## config.mk

```make
export PLATFORM = sky130hd
export DESIGN_NAME = cva6_fifo_reader
export DESIGN_NICKNAME = d
export VERILOG_FILES = /design/src/rtl/cva6_fifo_reader_pkg.sv /design/src/rtl/cva6_fifo_reader.sv
export SDC_FILE = /design/constraint.sdc
export NUM_CORES = 1
export LEC_CHECK = 0
export BUFFER_PORTS_ARGS = -buffer_cell sky130_fd_sc_hd__clkbuf_2
export CAP_MARGIN = 30
export CORE_MARGIN = 2
export CORE_UTILIZATION = 53
export DETAILED_ROUTE_END_ITERATION = 16
export MAX_ROUTING_LAYER = met4
export PLACE_DENSITY = 0.79
export SYNTH_ARGS = -nofsm -noshare
export SYNTH_HDL_FRONTEND = slang
export SYNTH_SLANG_ARGS = --single-unit
```

## constraint.sdc

```tcl
create_clock -name clk_i -period 2.9 [get_ports clk_i]
set_input_delay 0.29 -clock clk_i [delete_from_list [all_inputs] [get_ports clk_i]]
set_output_delay 0.29 -clock clk_i [all_outputs]
set_load 0.01 [all_outputs]
```

## src/rtl/cva6_fifo_reader_pkg.sv

```systemverilog
// Shared frontend definitions for the FIFO pop-side reader.
package cva6_fifo_reader_pkg;

  // Number of entries held locally by the reader (output + skid register).
  typedef enum logic [1:0] {
    EMPTY = 2'd0,
    ONE   = 2'd1,
    TWO   = 2'd2
  } fifo_rd_state_e;

  // Width of the occupancy report (counts 0..2).
  localparam int unsigned OCC_WIDTH = 2;

  // Map the reader state onto the number of entries it holds.
  function automatic logic [OCC_WIDTH-1:0] occupancy_of(input fifo_rd_state_e st);
    logic [OCC_WIDTH-1:0] occ;
    case (st)
      ONE:     occ = OCC_WIDTH'(1);
      TWO:     occ = OCC_WIDTH'(2);
      default: occ = '0;
    endcase
    return occ;
  endfunction

endpackage

```

## src/rtl/cva6_fifo_reader.sv

```systemverilog
// Pop-side reader for the frontend FIFO. Drains the FIFO's empty/data/pop
// interface into a registered valid/ready stream using an output register
// plus one skid register, so the pop request never looks at downstream
// ready. Also counts every entry popped, for performance monitoring.
module cva6_fifo_reader
  import cva6_fifo_reader_pkg::*;
#(
  parameter int unsigned DATA_WIDTH = 32,
  parameter type         dtype      = logic [DATA_WIDTH-1:0],
  parameter int unsigned CNT_WIDTH  = 16
) (
  input  logic                 clk_i,
  input  logic                 rst_i,
  input  logic                 flush_i,
  input  logic                 fifo_empty_i,
  input  dtype                 fifo_data_i,
  output logic                 fifo_pop_o,
  output logic                 valid_o,
  output dtype                 data_o,
  input  logic                 ready_i,
  output logic [OCC_WIDTH-1:0] occupancy_o,
  output logic [CNT_WIDTH-1:0] pop_cnt_o
);

  fifo_rd_state_e       st_q;
  dtype                 out_q;
  dtype                 skid_q;
  logic [CNT_WIDTH-1:0] cnt_q;

  logic pop;
  logic fire;

  // Pop only depends on FIFO state, flush, reset and our own fill level;
  // downstream ready is deliberately excluded so no combinational path
  // runs from ready_i to the FIFO.
  assign pop  = ~fifo_empty_i & ~flush_i & ~rst_i & (st_q != TWO);
  assign fire = valid_o & ready_i;

  assign fifo_pop_o  = pop;
  assign valid_o     = (st_q != EMPTY);
  assign data_o      = out_q;
  assign occupancy_o = occupancy_of(st_q);
  assign pop_cnt_o   = cnt_q;

  // Reader FSM: tracks fill level and moves entries head <- skid <- FIFO.
  always_ff @(posedge clk_i or posedge rst_i) begin
    if (rst_i) begin
      st_q   <= EMPTY;
      out_q  <= '0;
      skid_q <= '0;
    end else if (flush_i) begin
      // Held entries are simply forgotten; register contents are don't-care.
      st_q <= EMPTY;
    end else begin
      case (st_q)
        EMPTY: begin
          if (pop) begin
            st_q  <= ONE;
            out_q <= fifo_data_i;
          end
        end
        ONE: begin
          if (fire && pop) begin
            out_q <= fifo_data_i;
          end else if (fire) begin
            st_q <= EMPTY;
          end else if (pop) begin
            // Head is stalled; park the younger entry in the skid register.
            st_q   <= TWO;
            skid_q <= fifo_data_i;
          end
        end
        TWO: begin
          // Pop is impossible here, so the skid entry moves up on fire.
          if (fire) begin
            st_q  <= ONE;
            out_q <= skid_q;
          end
        end
        default: st_q <= EMPTY;
      endcase
    end
  end

  // Free-running drained-entry counter; wraps naturally, survives flush.
  always_ff @(posedge clk_i or posedge rst_i) begin
    if (rst_i) begin
      cnt_q <= '0;
    end else if (pop) begin
      cnt_q <= cnt_q + CNT_WIDTH'(1);
    end
  end

endmodule

```

==> impl_metrics.yaml, run 1 <==
power_and_ir_drop:
  clockPowerShare_pct: 32.4
  switching_share_pct: 26.8
  p_per_area_nw_per_um2: 630
  cellLeakagePower_nw: 2.29
  comb_power_share_pct: 16.5
  seq_power_share_pct: 51.1
  ir_worst_vdd_uv: 329
  total_power_mw: 2.75
  switchingPower_mw: 0.738
  intPower_mw: 2.01
worst_setup_path:
  setup.worst_path.class: "reg2out"
  worstPathRequired_ns: 2.61
  arrival_ns: 1.90
  worst-path-max-fanout: 25
  crit_path_end_kind: "output port"
  reg2reg_to: "skid_q[24]"
  setup.worst_path.start_class: "register"
  r2r_start: "st_q[1]"
  reg2reg_depth: 3
  r2r_setup_slack_ns: 1.01
cts:
  cts.clk_slew.worst_paths_ns: 0.08
  cts_buffers: 9
  post_cts_resized: 0
  worstSkewPairLatency_ns: 0.34
  post_cts_buffers: 0
  cts_max_path_buffers: 2
  cts_num_sinks: 82
  cts_hold_buf: 0
  htree_levels: 3
  cts_tree: "yes"
  cts-root-buf: "clkbuf_8"
logic_synthesis:
  yosysSeqAreaShare_pct: 55.5
  synth_common_cells: "82 x dfrtp_1, 34 x o21ai_0, 32 x mux2_2, 32 x mux2i_1, 20 x o21ai_1"
  synth_nets: 328
  synthesis.area_um2: 3700
  yosysTopAreaCell: "dfrtp_1"
  yosys_warnings: 0
  synth_seq_cells: 82
  synth_area_per_cell_um2: 12.8
  ys_types: 36
  yosys-top-cells-area: "dfrtp_1 55%, mux2_2 9.7%, mux2i_1 8.7%, o21ai_0 4.6%, o21ai_1 2.7%"
  synth_edf_count: 0
  yosysMostFrequentCell: "dfrtp_1"
  ys_async_sr_fraction_pct: 100
  synth_top_area_share_pct: 55.5
  synth-main-ff-cell: "dfrtp_1"
  postSynthCellCount: 290
grt:
  grt_usage_pct: 21.0
  antenna_found_initial: 0
  grt_max_degree: 45
  gr-total-overflow: 0
  grt_pass1_wl_mm: 12.0
  first_global_vias: 2523
sta:
  final_hold_viol_count: 0
  skew_ns: 0.00797
  setup_viol: 0
  fin_crit_sh_pct: 75.4
  fin_setup_tns_ns: 0
  hold_slack_ns: 0.117
  slew-limit-headroom_pct: 47.5
  rsz0062_at_grt: "false"
  final_max_slew_viol_count: 0
  worst_slew_pin_slew_ns: 0.784
  max_freq_mhz: 457
  finalCriticalPeriod_ns: 2.19
placed_design:
  gp_congestion: 0.809
  hpwl_mm: 5.00
  placed_area_um2: 4150
  portBuffers: 88
  placed_cells: 443
floorplanning:
  die-area_um2: 7670
  core_um2: 6760
  ioPinCount: 89
  die_height_um: 87.6
  die_x_um: 87.6
  rows: 30
  initial_utilization_pct: 54.8
detailed_routing:
  vias: 2527
  wirelength_mm: 7.34
  drc: 0
  firstDrtPassIters: 6
  wire_per_inst_um: 16.0
  drtIter0Drc: 116
  viasPerCell: 5.52
  final_antenna_net_count: 0
flow_run:
  cap_violations: 0
cells_and_area:
  antenna_cells: 0
  final_cells: 458
  design_area_um2: 4360
  fin_nets: 412
  layout-drive-gt1-share_pct: 42.3
  area_delta_synth_final_pct: 17.9
min_path:
  hp-class: "in2async"
outcome:
  outcome: "completed"
==> per-layer routing <==
layer | up-vias | track usage (%) | part of all wire, %
li1 | 1205 | - | -
met4 | 0 | 5.87 | 1.5
met2 | 74 | 33.7 | 50
met5 | - | - | 0
met1 | 1238 | 25.3 | 43
met3 | 10 | 7.45 | 5.2
==> cell families (layout without fill, tap and decap cells) <==
family,count (synthesis),in the layout,synth area share (%)
buffers and inverters,21,109,4.06
adders and majority gates,1,1,0.338
DFF,82,82,55.5
AOI/OAI and AO/OA,68,68,10.7
muxes,65,65,18.7
and+or+nand+nor,37,37,6.93
xor gates and xnor gates,16,16,3.79
==> through the flow <==
step | setup slack, ns | util, %
floorplan | 0.502 | -
global placement | 1.01 | 61.4
detailed placement | 0.998 | 61.4
CTS | 0.678 | 64.6
global route | 0.573 | 64.6
finish | 0.712 | 64.6
==> cells in the final DEF (no fill, tap or decap), drive strengths merged <==
| cell type | n |
|---|---|
| nand2b | 3 |
| buf | 4 |
| clkinv | 4 |
| nor2 | 3 |
| and3 | 4 |
| and4 | 2 |
| ha | 1 |
| a21oi | 2 |
| clkbuf | 98 |
| mux2 | 33 |
| inv | 1 |
| nor2b | 1 |
| xnor2 | 9 |
| mux2i | 32 |
| nand3 | 6 |
| xor2 | 7 |
| nor3 | 4 |
| and2 | 1 |
| nand2 | 5 |
| a22oi | 1 |
| dfrtp | 82 |
| nor4 | 2 |
| o21ai | 64 |
| o21a | 1 |
| bufinv | 2 |
| or2 | 2 |
| nand4 | 4 |
==> flip-flops by register name, summed over array words and instances, names as in the netlist <==
signal and count:
skid_q 32, st_q 2, data_o 32, pop_cnt_o 16
==> cell type report <==
class	instances	area (um2)
timing repair buffer	92	483
clock inverter	5	78.8
multi-input combinational	187	1500
sequential	82	2050
clock buffer	10	138
inverter	2	11.3
fill	532	2390
tap	80	100
==> worst max-delay path by stage <==
| stage | start | to | slack [ns] | depth (start not counted) |
|---|---|---|---|---|
| global placement | st_q[1] | data_o[15] | 1.01 | 5 |
| finish | st_q[1] | fifo_pop_o | 0.71 | 4 |
| CTS | st_q[1] | fifo_pop_o | 0.68 | 4 |
| floorplan | rst_i | data_o[0] | 0.50 | 1 |
| detailed placement | st_q[1] | skid_q[24] | 1.0 | 3 |
| global route | st_q[1] | fifo_pop_o | 0.57 | 4 |
==> power by group through the flow <==
stage	logic (mW)	registers, mW	clock network (mW)
6_report	0.453	1.41	0.890
3_3_place_gp	0.447	1.42	0
2_1_floorplan	0.223	1.46	0
5_1_grt	0.503	1.43	0.965
4_1_cts	0.463	1.41	0.919
3_5_place_dp	0.462	1.43	0
==> worst max-delay path, cell delays in order (launching register included) <==
cell and delay [ns]:
dfrtp_1 0.45, nand2b_2 0.13, buf_4 0.40, and2_1 0.38
clkbuf_2 0.20
Note: power is estimated with default switching activity, not from simulation.
==> inputs of run 2 (changes only) <==
Settings changed: ABC_AREA set to 1, CORE_UTILIZATION 53 to 49, PLACE_DENSITY 0.79 to 0.76.
Clock period 2.9 ns to 1.8 ns, I/O delays scaled along.
==> run 2 against run 1 <==
Net effect: area after synthesis rose by 11%; clock skew rose by 0.0052 ns; register-to-register slack got worse by 0.88 ns; via count rose by 35%; sequential share of layout area fell by 5.1 points; synthesized cell count rose by 70%; global-route usage rose by 0.15 points; core utilization fell by 4.4 points; final cell count rose by 50%; hold slack got worse by 0.094 ns; combinational power rose by 150%; clock power rose by 76%.
==> impl_metrics.yaml, run 2 <==
power_and_ir_drop:
  total_power_mw: 5.15
  p_per_area_nw_per_um2: 1050
  cellLeakagePower_nw: 2.66
  seq_power_share_pct: 47.9
  ir_worst_vdd_uv: 511
  switching_share_pct: 30.3
  comb_power_share_pct: 21.7
  clockPowerShare_pct: 30.4
  intPower_mw: 3.59
  switchingPower_mw: 1.56
logic_synthesis:
  synth_seq_cells: 82
  synth_edf_count: 0
  synth_common_cells: "154 x nand2_1, 82 x dfrtp_1, 48 x inv_1"
  yosys_warnings: 0
  ys_async_sr_fraction_pct: 100
  yosys-top-cells-area: "dfrtp_1 50%, nand2_1 14%, a21oi_2 6.0%, nand3_1 4.8%, o21ai_0 4.6%"
  synth_area_per_cell_um2: 8.28
  postSynthCellCount: 494
  yosysMostFrequentCell: "nand2_1"
  ys_types: 29
  yosysTopAreaCell: "dfrtp_1"
  yosysSeqAreaShare_pct: 50.2
  synth_top_area_share_pct: 50.2
  synthesis.area_um2: 4090
  synth-main-ff-cell: "dfrtp_1"
  synth_nets: 532
cells_and_area:
  layout_common_cells: "154 x nand2_1, 88 x clkbuf_2, 82 x dfrtp_1"
  area_delta_synth_final_pct: 19.7
  layout_commonest_cell: "nand2_1"
  final_cells: 687
  antenna_cells: 0
  nFillCells: 754
  fin_nets: 616
  layout-drive-gt1-share_pct: 28.5
grt:
  grt_pass1_wl_mm: 14.5
  gr-total-overflow: 0
  grt_usage_pct: 21.2
  first_global_vias: 3157
  antenna_found_initial: 0
  grt_max_degree: 73
cts:
  cts_tree: "yes"
  worstSkewPairLatency_ns: 0.35
  cts-root-buf: "clkbuf_8"
  cts_max_path_buffers: 2
  cts.clk_slew.worst_paths_ns: 0.08
  htree_levels: 3
  cts_num_sinks: 82
  cts_buffers: 9
worst_setup_path:
  arrival_ns: 1.91
  max_stage_delay_ns: 0.42
  path_cells: "inv_2, nand2_2, nand3_4, buf_4, nand2_1, nand2_1, clkinv_2, buf_4, nand3_1, nand2_1"
  worstPathRequired_ns: 2.04
  cp_top_family: "buffers and inverters"
  reg2reg_to: "data_o[27]"
  r2r_start: "st_q[0]"
  setup.worst_path.start_class: "register"
  r2r_setup_slack_ns: 0.13
  reg2reg_depth: 10
  crit_buf_inv: 4
  crit_path_end_kind: "register"
  cp_slowest_cell: "dfrtp_1"
  worst-path-max-fanout: 22
  crit_top_cell: "nand2_1"
  setup.worst_path.class: "reg2reg"
outcome:
  outcome: "completed"
detailed_routing:
  wire_per_inst_um: 12.6
  vias: 3404
  firstDrtPassIters: 4
  wirelength_mm: 8.66
  final_antenna_net_count: 0
  drtIter0Drc: 89
  drc: 0
  viasPerCell: 4.95
floorplanning:
  rows: 33
  ioPinCount: 89
  die_height_um: 95.4
  die-area_um2: 9090
  die_x_um: 95.4
  initial_utilization_pct: 50.3
  core_um2: 8130
sta:
  skew_ns: 0.0131
  slew-limit-headroom_pct: 75.1
  setup_viol: 0
  rsz0062_at_grt: "false"
  finalCriticalPeriod_ns: 1.67
  max_freq_mhz: 599
  fin_crit_sh_pct: 92.7
  final_max_slew_viol_count: 0
  fin_setup_tns_ns: 0
  layout_setup_ws_ns: 0.132
  worst_slew_pin_slew_ns: 0.374
  final_hold_viol_count: 0
placed_design:
  portBuffers: 88
  pre_cts_slack_ns: 0.178
  placed_cells: 671
  gp_congestion: 0.809
  hpwl_mm: 6.06
min_path:
  min_from: "flush_i"
  holdPathEnd: "st_q[1]"
  hp-class: "in2reg"
  min_delay_path_depth: 2
flow_run:
  cap_violations: 0
[run 2: cell type report]
cell class	instances	area (um2)	area share, %
multi-input combinational	334	1680	34.4
tap	105	131	2.68
sequential	82	2050	41.9
inverter	53	209	4.27
clock inverter	5	104	2.12
clock buffer	10	128	2.61
timing repair buffer	98	588	12.0
[run 2: how the worst max path moves through the flow]
stage	slack, ns	endpoint	startpoint	depth (start not counted)
floorplan	-0.50	data_o[0]	rst_i	8
global placement	0.24	data_o[10]	st_q[0]	10
detailed placement	0.18	data_o[18]	st_q[0]	10
CTS	0.03	occupancy_o[1]	st_q[0]	5
global route	0.02	data_o[3]	st_q[0]	10
finish	0.13	data_o[27]	st_q[0]	10
[run 2: metrics by stage]
step	instance area (um2)	util [%]	hold slack, ns
global route	4890	60.2	0.00656
finish	4890	60.2	0.0229
global placement	4600	56.5	0.388
floorplan	4120	-	0.236
CTS	4870	59.9	0.0110
detailed placement	4630	56.9	0.267
[run 2: per-layer routing]
metal  track usage [%]  routed length [um]  part of all wire, %  vias up
met1              28.2                4040                   47     1582
met3              4.35                 399                  4.6        9
met2              32.3                4140                   48       92
met4              7.49                  87                  1.0        0
li1                  -                   -                    -     1721
met5                 -                   0                    0        -
[run 2: what timing repair did]
action,in CTS,in global routing
gates cloned,0,0
buffers inserted,0,0
hold endpoints to repair,10,0
pin swaps,0,0
setup endpoints to repair,1,5
hold buffers,1,0
resized for setup,1,5
[run 2: cells by family (layout without fill, tap and decap cells)]
logic type	Yosys count	after routing	share of synthesized area [%]
flops	82	82	50.2
xor+xnor	8	8	1.71
fa+ha+maj	1	1	0.306
compound gates	72	72	11.6
buf+inv	78	166	9.79
simple gates	253	253	26.5
[run 2: power groups by stage]
stage          sequential, mW  combinational, mW  clock (mW)
4_1_cts                  2.47               1.13        1.59
6_report                 2.47               1.12        1.57
2_1_floorplan            2.58              0.556           0
3_5_place_dp             2.50               1.13           0
5_1_grt                  2.52               1.28        1.70
3_3_place_gp             2.49               1.08           0
